===== config.mk =====
export PLATFORM = sky130hd
export DESIGN_NAME = alu_pc_datapath_flat
export DESIGN_NICKNAME = d
export VERILOG_FILES = /design/src/rtl/cpu_pkg.sv /design/src/rtl/alu_pc_datapath_if.sv /design/src/rtl/pc_counter.sv /design/src/rtl/alu_pc_datapath.sv /design/src/flat_wrapper.sv
export SDC_FILE = /design/constraint.sdc
export NUM_CORES = 1
export LEC_CHECK = 0
export BUFFER_PORTS_ARGS = -buffer_cell sky130_fd_sc_hd__buf_2
export CELL_PAD_IN_SITES_DETAIL_PLACEMENT = 2
export CELL_PAD_IN_SITES_GLOBAL_PLACEMENT = 2
export CORE_MARGIN = 1.5
export CORE_UTILIZATION = 23
export CTS_CLUSTER_DIAMETER = 200
export DETAILED_ROUTE_END_ITERATION = 10
export GPL_TIMING_DRIVEN = 0
export PLACE_DENSITY = 0.91
export SETUP_SLACK_MARGIN = 0.02
export SLEW_MARGIN = 5
export SYNTH_ARGS = -nofsm -noshare
export SYNTH_HDL_FRONTEND = slang
export SYNTH_HIERARCHICAL = 1
export SYNTH_SLANG_ARGS = --single-unit
export TNS_END_PERCENT = 30

===== constraint.sdc =====
create_clock -name clk -period 3 [get_ports clk]
set_input_delay 0.15 -clock clk [delete_from_list [all_inputs] [get_ports clk]]
set_output_delay 0.15 -clock clk [all_outputs]
set_load 0.01 [all_outputs]

===== src/rtl/cpu_pkg.sv =====
// Shared constants for the ALU/PC datapath slice.
package cpu_pkg;

  // Default data width of the PC, ALU operands and shared bus.
  localparam int WIDTH_DEF = 8;

  // Program-counter value forced while reset is asserted.
  localparam int unsigned PC_RESET_VAL = 0;

endpackage


===== src/rtl/alu_pc_datapath_if.sv =====
// Signal bundle between the datapath and whatever controls it.
// The controller holds the master modport. The datapath holds the slave modport.
interface alu_pc_datapath_if
  import cpu_pkg::*;
#(
  parameter int WIDTH = WIDTH_DEF
);

  logic             ce;
  logic             j;
  logic [WIDTH-1:0] bus_in;
  logic [WIDTH-1:0] a;
  logic [WIDTH-1:0] b;
  logic             cin;
  logic             co;
  logic             eo;

  logic [WIDTH-1:0] pc_out;
  logic [WIDTH-1:0] sum;
  logic             cout;
  logic [WIDTH-1:0] bus_out;
  logic             bus_oe;
  logic             bus_conflict;

  modport master (
    output ce, j, bus_in, a, b, cin, co, eo,
    input  pc_out, sum, cout, bus_out, bus_oe, bus_conflict
  );

  modport slave (
    input  ce, j, bus_in, a, b, cin, co, eo,
    output pc_out, sum, cout, bus_out, bus_oe, bus_conflict
  );

endinterface


===== src/rtl/pc_counter.sv =====
// Program counter with the following behaviour:
//   - A jump loads the counter from the bus, and a jump takes priority over counting.
//   - When counting, the value wraps with no overflow flag.
//   - An active-low async reset clears the counter.
module pc_counter
  import cpu_pkg::*;
#(
  parameter int WIDTH = WIDTH_DEF
) (
  input  logic             clk,
  input  logic             reset,
  input  logic             ce_i,
  input  logic             j_i,
  input  logic [WIDTH-1:0] load_i,
  output logic [WIDTH-1:0] pc_o
);

  logic [WIDTH-1:0] pc_q;
  logic [WIDTH-1:0] pc_d;

  // Next PC: the jump has priority, then the increment, otherwise the PC holds.
  always_comb begin
    pc_d = pc_q;
    if (j_i) begin
      pc_d = load_i;
    end else if (ce_i) begin
      pc_d = pc_q + WIDTH'(1);
    end
  end

  // PC register. Reset clears the register at once. While reset is held, the jump and ce inputs are masked.
  always_ff @(posedge clk or negedge reset) begin
    if (!reset) begin
      pc_q <= WIDTH'(PC_RESET_VAL);
    end else begin
      pc_q <= pc_d;
    end
  end

  assign pc_o = pc_q;

endmodule


===== src/rtl/alu_pc_datapath.sv =====
// Datapath top: it contains the PC register, a combinational adder and the driver for the shared bus.
// The ALU and the bus mux have no state, so they ignore reset.
module alu_pc_datapath
  import cpu_pkg::*;
#(
  parameter int WIDTH = WIDTH_DEF
) (
  input  logic                  clk,
  input  logic                  reset,
  alu_pc_datapath_if.slave      dp
);

  logic [WIDTH-1:0] pc_q;
  logic [WIDTH:0]   alu_full;

  pc_counter #(.WIDTH(WIDTH)) u_pc (
    .clk    (clk),
    .reset  (reset),
    .ce_i   (dp.ce),
    .j_i    (dp.j),
    .load_i (dp.bus_in),
    .pc_o   (pc_q)
  );

  // The adder is one bit wider than the data, so the overflow lands only in cout.
  always_comb begin
    alu_full = {1'b0, dp.a} + {1'b0, dp.b} + {{WIDTH{1'b0}}, dp.cin};
    dp.sum   = alu_full[WIDTH-1:0];
    dp.cout  = alu_full[WIDTH];
  end

  // Bus driver: when both enables are set, the ALU result wins and the conflict flag is raised.
  always_comb begin
    dp.pc_out       = pc_q;
    dp.bus_oe       = dp.eo | dp.co;
    dp.bus_conflict = dp.eo & dp.co;
    if (dp.eo) begin
      dp.bus_out = alu_full[WIDTH-1:0];
    end else if (dp.co) begin
      dp.bus_out = pc_q;
    end else begin
      dp.bus_out = '0;
    end
  end

endmodule


===== src/flat_wrapper.sv =====
// flat-port wrapper written by rule: the top's interface ports become plain ports
module alu_pc_datapath_flat import cpu_pkg::*;
#(
  parameter int WIDTH = WIDTH_DEF
)
  (clk, reset, dp_ce, dp_j, dp_bus_in, dp_a, dp_b, dp_cin, dp_co, dp_eo, dp_pc_out, dp_sum, dp_cout, dp_bus_out, dp_bus_oe, dp_bus_conflict);
  alu_pc_datapath_if #(.WIDTH(WIDTH)) dp_i ();
  input  logic clk;
  input  logic reset;
  input wire logic [$bits(dp_i.ce)-1:0] dp_ce;
  input wire logic [$bits(dp_i.j)-1:0] dp_j;
  input wire logic [$bits(dp_i.bus_in)-1:0] dp_bus_in;
  input wire logic [$bits(dp_i.a)-1:0] dp_a;
  input wire logic [$bits(dp_i.b)-1:0] dp_b;
  input wire logic [$bits(dp_i.cin)-1:0] dp_cin;
  input wire logic [$bits(dp_i.co)-1:0] dp_co;
  input wire logic [$bits(dp_i.eo)-1:0] dp_eo;
  output wire logic [$bits(dp_i.pc_out)-1:0] dp_pc_out;
  output wire logic [$bits(dp_i.sum)-1:0] dp_sum;
  output wire logic [$bits(dp_i.cout)-1:0] dp_cout;
  output wire logic [$bits(dp_i.bus_out)-1:0] dp_bus_out;
  output wire logic [$bits(dp_i.bus_oe)-1:0] dp_bus_oe;
  output wire logic [$bits(dp_i.bus_conflict)-1:0] dp_bus_conflict;
  assign dp_i.ce = dp_ce;
  assign dp_i.j = dp_j;
  assign dp_i.bus_in = dp_bus_in;
  assign dp_i.a = dp_a;
  assign dp_i.b = dp_b;
  assign dp_i.cin = dp_cin;
  assign dp_i.co = dp_co;
  assign dp_i.eo = dp_eo;
  assign dp_pc_out = dp_i.pc_out;
  assign dp_sum = dp_i.sum;
  assign dp_cout = dp_i.cout;
  assign dp_bus_out = dp_i.bus_out;
  assign dp_bus_oe = dp_i.bus_oe;
  assign dp_bus_conflict = dp_i.bus_conflict;
  alu_pc_datapath #(.WIDTH(WIDTH)) u_core (.clk(clk), .reset(reset), .dp(dp_i));
endmodule

# Word-level counts from Yosys, hierarchy flattened
# Cells that the tools add are included.
# totals
out_inout_bits,27
elab_cells,11
regBits,8
input_bits,31
# op_classes
mux,4
reduce_logical,1
bitwise_logic,2
addsub,3
# op_table
cell,n
two-way mux 8 bit,4
adder 8 x 8 -> 9 bit,1
adder 9 x 1 -> 9 bit,1
"adder 8 x 1 -> 8 bit, second input constant",1
nonzero test 2 bit,1
AND 1 bit,1
OR 1 bit,1

# Logic depth before layout (Yosys ltp)
# depth
depth_word,3
mapped_depth,6
ltp_nobuf,6

# Modules after synthesis
# Netlist, hierarchy kept.
# by_module_without_submodules
module,instances,area_per_inst_um2,seq_area_each_um2,cells_each
alu_pc_datapath,1,457.9,0.0,61
pc_counter,1,450.4,200.2,49

# Worst setup path before layout
# No wires, ideal clock.
# synth_timing
path_kind,in2out
startpoint,in dp_a[0]
endpoint,out dp_bus_out[4]
cell_stages,6
t_arrival_ps,1795
setup_slack_ps,1055
required_time_ps,2850
cell_sequence,fa_1 fa_1 a21o_1 a21oi_1 xnor2_1 a22o_1
# synth_via
elab_chain_cells,3
# synth_rtl
item,line,text
from (decl),flat_wrapper.sv:13,input wire logic [$bits(dp_i.a)-1:0] dp_a;
adder 8 x 8 -> 9 bit,alu_pc_datapath.sv:27,"alu_full = {1'b0, dp.a} + {1'b0, dp.b} + {{WIDTH{1'b0}}, dp.cin};"
adder 9 x 1 -> 9 bit,alu_pc_datapath.sv:27,
via dp_sum[4],flat_wrapper.sv:19,output wire logic [$bits(dp_i.sum)-1:0] dp_sum;
two-way mux 8 bit,alu_pc_datapath.sv:37,if (dp.eo) begin
to (decl),flat_wrapper.sv:21,output wire logic [$bits(dp_i.bus_out)-1:0] dp_bus_out;
# The timed path passes the listed nets, and every way through them passes these cells.

# Worst setup path after layout
# layout_timing
startpoint,in dp_a[0]
endpoint,out dp_bus_out[6]
# layout_via
elab_chain_cells,3
# layout_rtl
item,line
adder 8 x 8 -> 9 bit,alu_pc_datapath.sv:27
adder 9 x 1 -> 9 bit,alu_pc_datapath.sv:27
two-way mux 8 bit,alu_pc_datapath.sv:37
# Every way passes these cells.

==> metrics.cfg <==
[floorplanning]
die-area_um2 = 4340
die_x_um = 65.8
initial_core_util_pct = 24.4
core_area_um2 = 3720
pin_count = 58
die_y_um = 65.8
num_rows = 22

[setup_path]
required_ns = 2.85
end_kind = output pin
cpPeakStageDelay_ns = 0.46
criticalPathCategory = primary input to output pin
path_buf_inv = 2
cp_max_fo = 3
cp_cell_sequence = buf_2, fa_1, fa_1, a211oi_1, o21bai_1, a211o_1, o2111ai_1, buf_2
cp-start-kind = primary input
crit_arrival_ns = 2.22
crit_family = adder cells
crit_path_top_delay_cell = fa_1

[pwr]
power_density_nw_per_um2 = 399
pwr-share-comb_pct = 47.6
p_clk_share_pct = 24.6
p_int_mw = 0.319
seqPwrFrac_pct = 27.8
vdd_ir_drop_max_mv = 0.121
switching_share_pct = 38.2
switching_power_mw = 0.197
leakage_nw = 0.627
finalPower_mw = 0.516

[logic_synthesis]
synth_top_cell_by_area = dfrtp_1
ys_warn_count = 6
syn_area_um2 = 908
yosysSeqAreaShare_pct = 22.0
synthTopCellsByArea = dfrtp_1 (22%), ha_1 (11%), nand2_1 (6.6%)
netlist_instances = 110
synth-seq-cells = 8
synth_cell_type_count = 36
synth_top_area_share_pct = 22.0
syn_area_per_cell_um2 = 8.26
syn-num-nets = 151

[clocking]
cts.sinks = 8
clock-root-buffer = clkbuf_8
cts_resized = 0
clk_latency_ns = 0.22
clk_pin_slew_worst_paths_ns = 0.04
numCtsBuffers = 3
cts_max_level = 1
cts_max_path_buffers = 2
cts_tree = built
post_cts_buffers = 0

[sta]
finalSetupViolCount = 0
slew_violations = 0
fmax_mhz = 422
rsz0062_at_grt = false
relSlewSlack_pct = 69.4
finalCriticalPeriod_ns = 2.37
fin_crit_sh_pct = 78.9
fin_setup_tns_ns = 0
worst_slew_pin_slew_ns = 0.458
fin_skew_ns = 0.000846
hold_viol_final = 0

[final_layout]
drive_gt1_share_pct = 37.9
layout_commonest_cell = buf_2
syn2layout_area_growth_pct = 42.6
antenna_cells = 0
final_cell_mix = buf_2 (55), nand2_1 (16), o21ai_0 (11)
nets = 212
largest_reg_flops = 8

[drt]
drt_iter0_drc = 48
ant_nets = 0
wl_per_cell_um = 15.9
drcViolationCount = 0
drt-total-wl_mm = 3.45
vias = 1097
firstDrtPassIters = 4
via_per_inst = 5.06

[outcome]
run_status = complete, no violations

[global_routing]
grt_pass1_wl_mm = 5.55
grt_max_degree = 11
grt_pass1_vias = 1153
grt_usage_pct = 16.5
antenna_found_initial = 0
globalRoute.totalOverflow = 0

[worst_hold_path]
min_path_type = primary input to flip-flop

[placement]
dpl.hpwl_mm = 2.91
gp_congestion = 0.735
portBuffers = 55

[run]
drv_cap = 0

layout make-up:
class	count	area, um^2
flip-flops and latches	8	200
repair buffers	56	285
fillers	437	2420
plain buffers	5	23.8
inverters	1	3.75
well taps	48	60.1
multi-input cells	96	681
clock buffers	3	41.3
cell usage after synthesis:
library cell	n
o21ai_1	2
a21oi_1	7
o2111ai_1	1
xnor2_1	4
buf_4	1
a211o_1	1
nand2_1	16
nand4_1	2
dfrtp_1	8
and2_1	1
a31oi_1	1
nand4b_1	1
nor2_1	2
mux2i_1	1
a41oi_1	1
a211oi_1	1
ha_1	8
nor2b_1	4
or4_1	3
and2_2	1
clkbuf_1	3
clkbuf_2	1
fa_1	2
a22o_1	5
nand3b_1	1
and4_4	1
o21bai_1	1
nand4_4	1
a32o_1	1
or3_1	2
xor2_1	4
a21o_1	2
o21ai_0	11
or2_2	1
inv_1	1
nand3_1	7
worst paths after layout:
path,startpoint,to,slack [ns],cells after the start
max in group asynchronous,reset,u_core/u_pc/pc_o[1],2.53,2
setup / recovery,dp_a[0],dp_bus_out[6],0.63,8
hold / removal,dp_bus_in[6],u_core/u_pc/pc_o[6],0.13,3
setup reg to reg,u_core/u_pc/pc_o[0],u_core/u_pc/pc_o[6],1.52,4
min in group asynchronous,reset,u_core/u_pc/pc_o[5],0.30,2
hold reg to reg,u_core/u_pc/pc_o[7],u_core/u_pc/pc_o[7],0.63,2
power groups by stage:
stage | sequential [mW] | clock (mW) | combinational [mW]
global route | 0.146 | 0.139 | 0.274
finish | 0.143 | 0.127 | 0.246
detailed placement | 0.145 | 0 | 0.245
global placement | 0.144 | 0 | 0.229
CTS | 0.143 | 0.133 | 0.248
floorplan | 0.145 | 0 | 0.137
tightest hold or removal path: cells and delay by family:
kind / cells / cell delay, ns
buffers and inverters: 1 / 0.07
and+or+nand+nor: 2 / 0.10
routing by layer:
layer | track usage (%) | vias up | wire [um]
met3 | 3.07 | 0 | 216
met1 | 20.8 | 526 | 1540
met2 | 29.3 | 41 | 1690
met5 | 0 | - | 0
li1 | - | 530 | -
met4 | 3.13 | 0 | 0
kinds of logic after synthesis:
family                     after synthesis  synth area share, %
AOI/OAI and AO/OA                       34                 23.8
xor gates and xnor gates                 8                 7.71
adders and majority gates               10                 15.4
buffers and inverters                    6                 3.03
DFF                                      8                 22.0
muxes                                    1                 1.10
and+or+nand+nor                         43                 26.9
stage by stage:
step | worst slack, ns | instances | utilization (%) | area (um^2) | hold WS [ns]
3_3_place_gp | 0.698 | 213 | 33.5 | 1240 | 0.00479
3_5_place_dp | 0.645 | 213 | 33.5 | 1240 | 0.00907
2_1_floorplan | 1.06 | 110 | - | 908 | -0.146
4_1_cts | 0.645 | 217 | 34.8 | 1290 | 0.131
5_1_grt | 0.521 | 217 | 34.8 | 1290 | 0.143
6_report | 0.633 | 217 | 34.8 | 1290 | 0.133
timing repair:
item	CTS	global route
hold buffers	1	0
endpoints found under the hold margin	8	0
endpoints found under the setup margin	0	0
No activity file was read; power rests on OpenSTA's default activity.
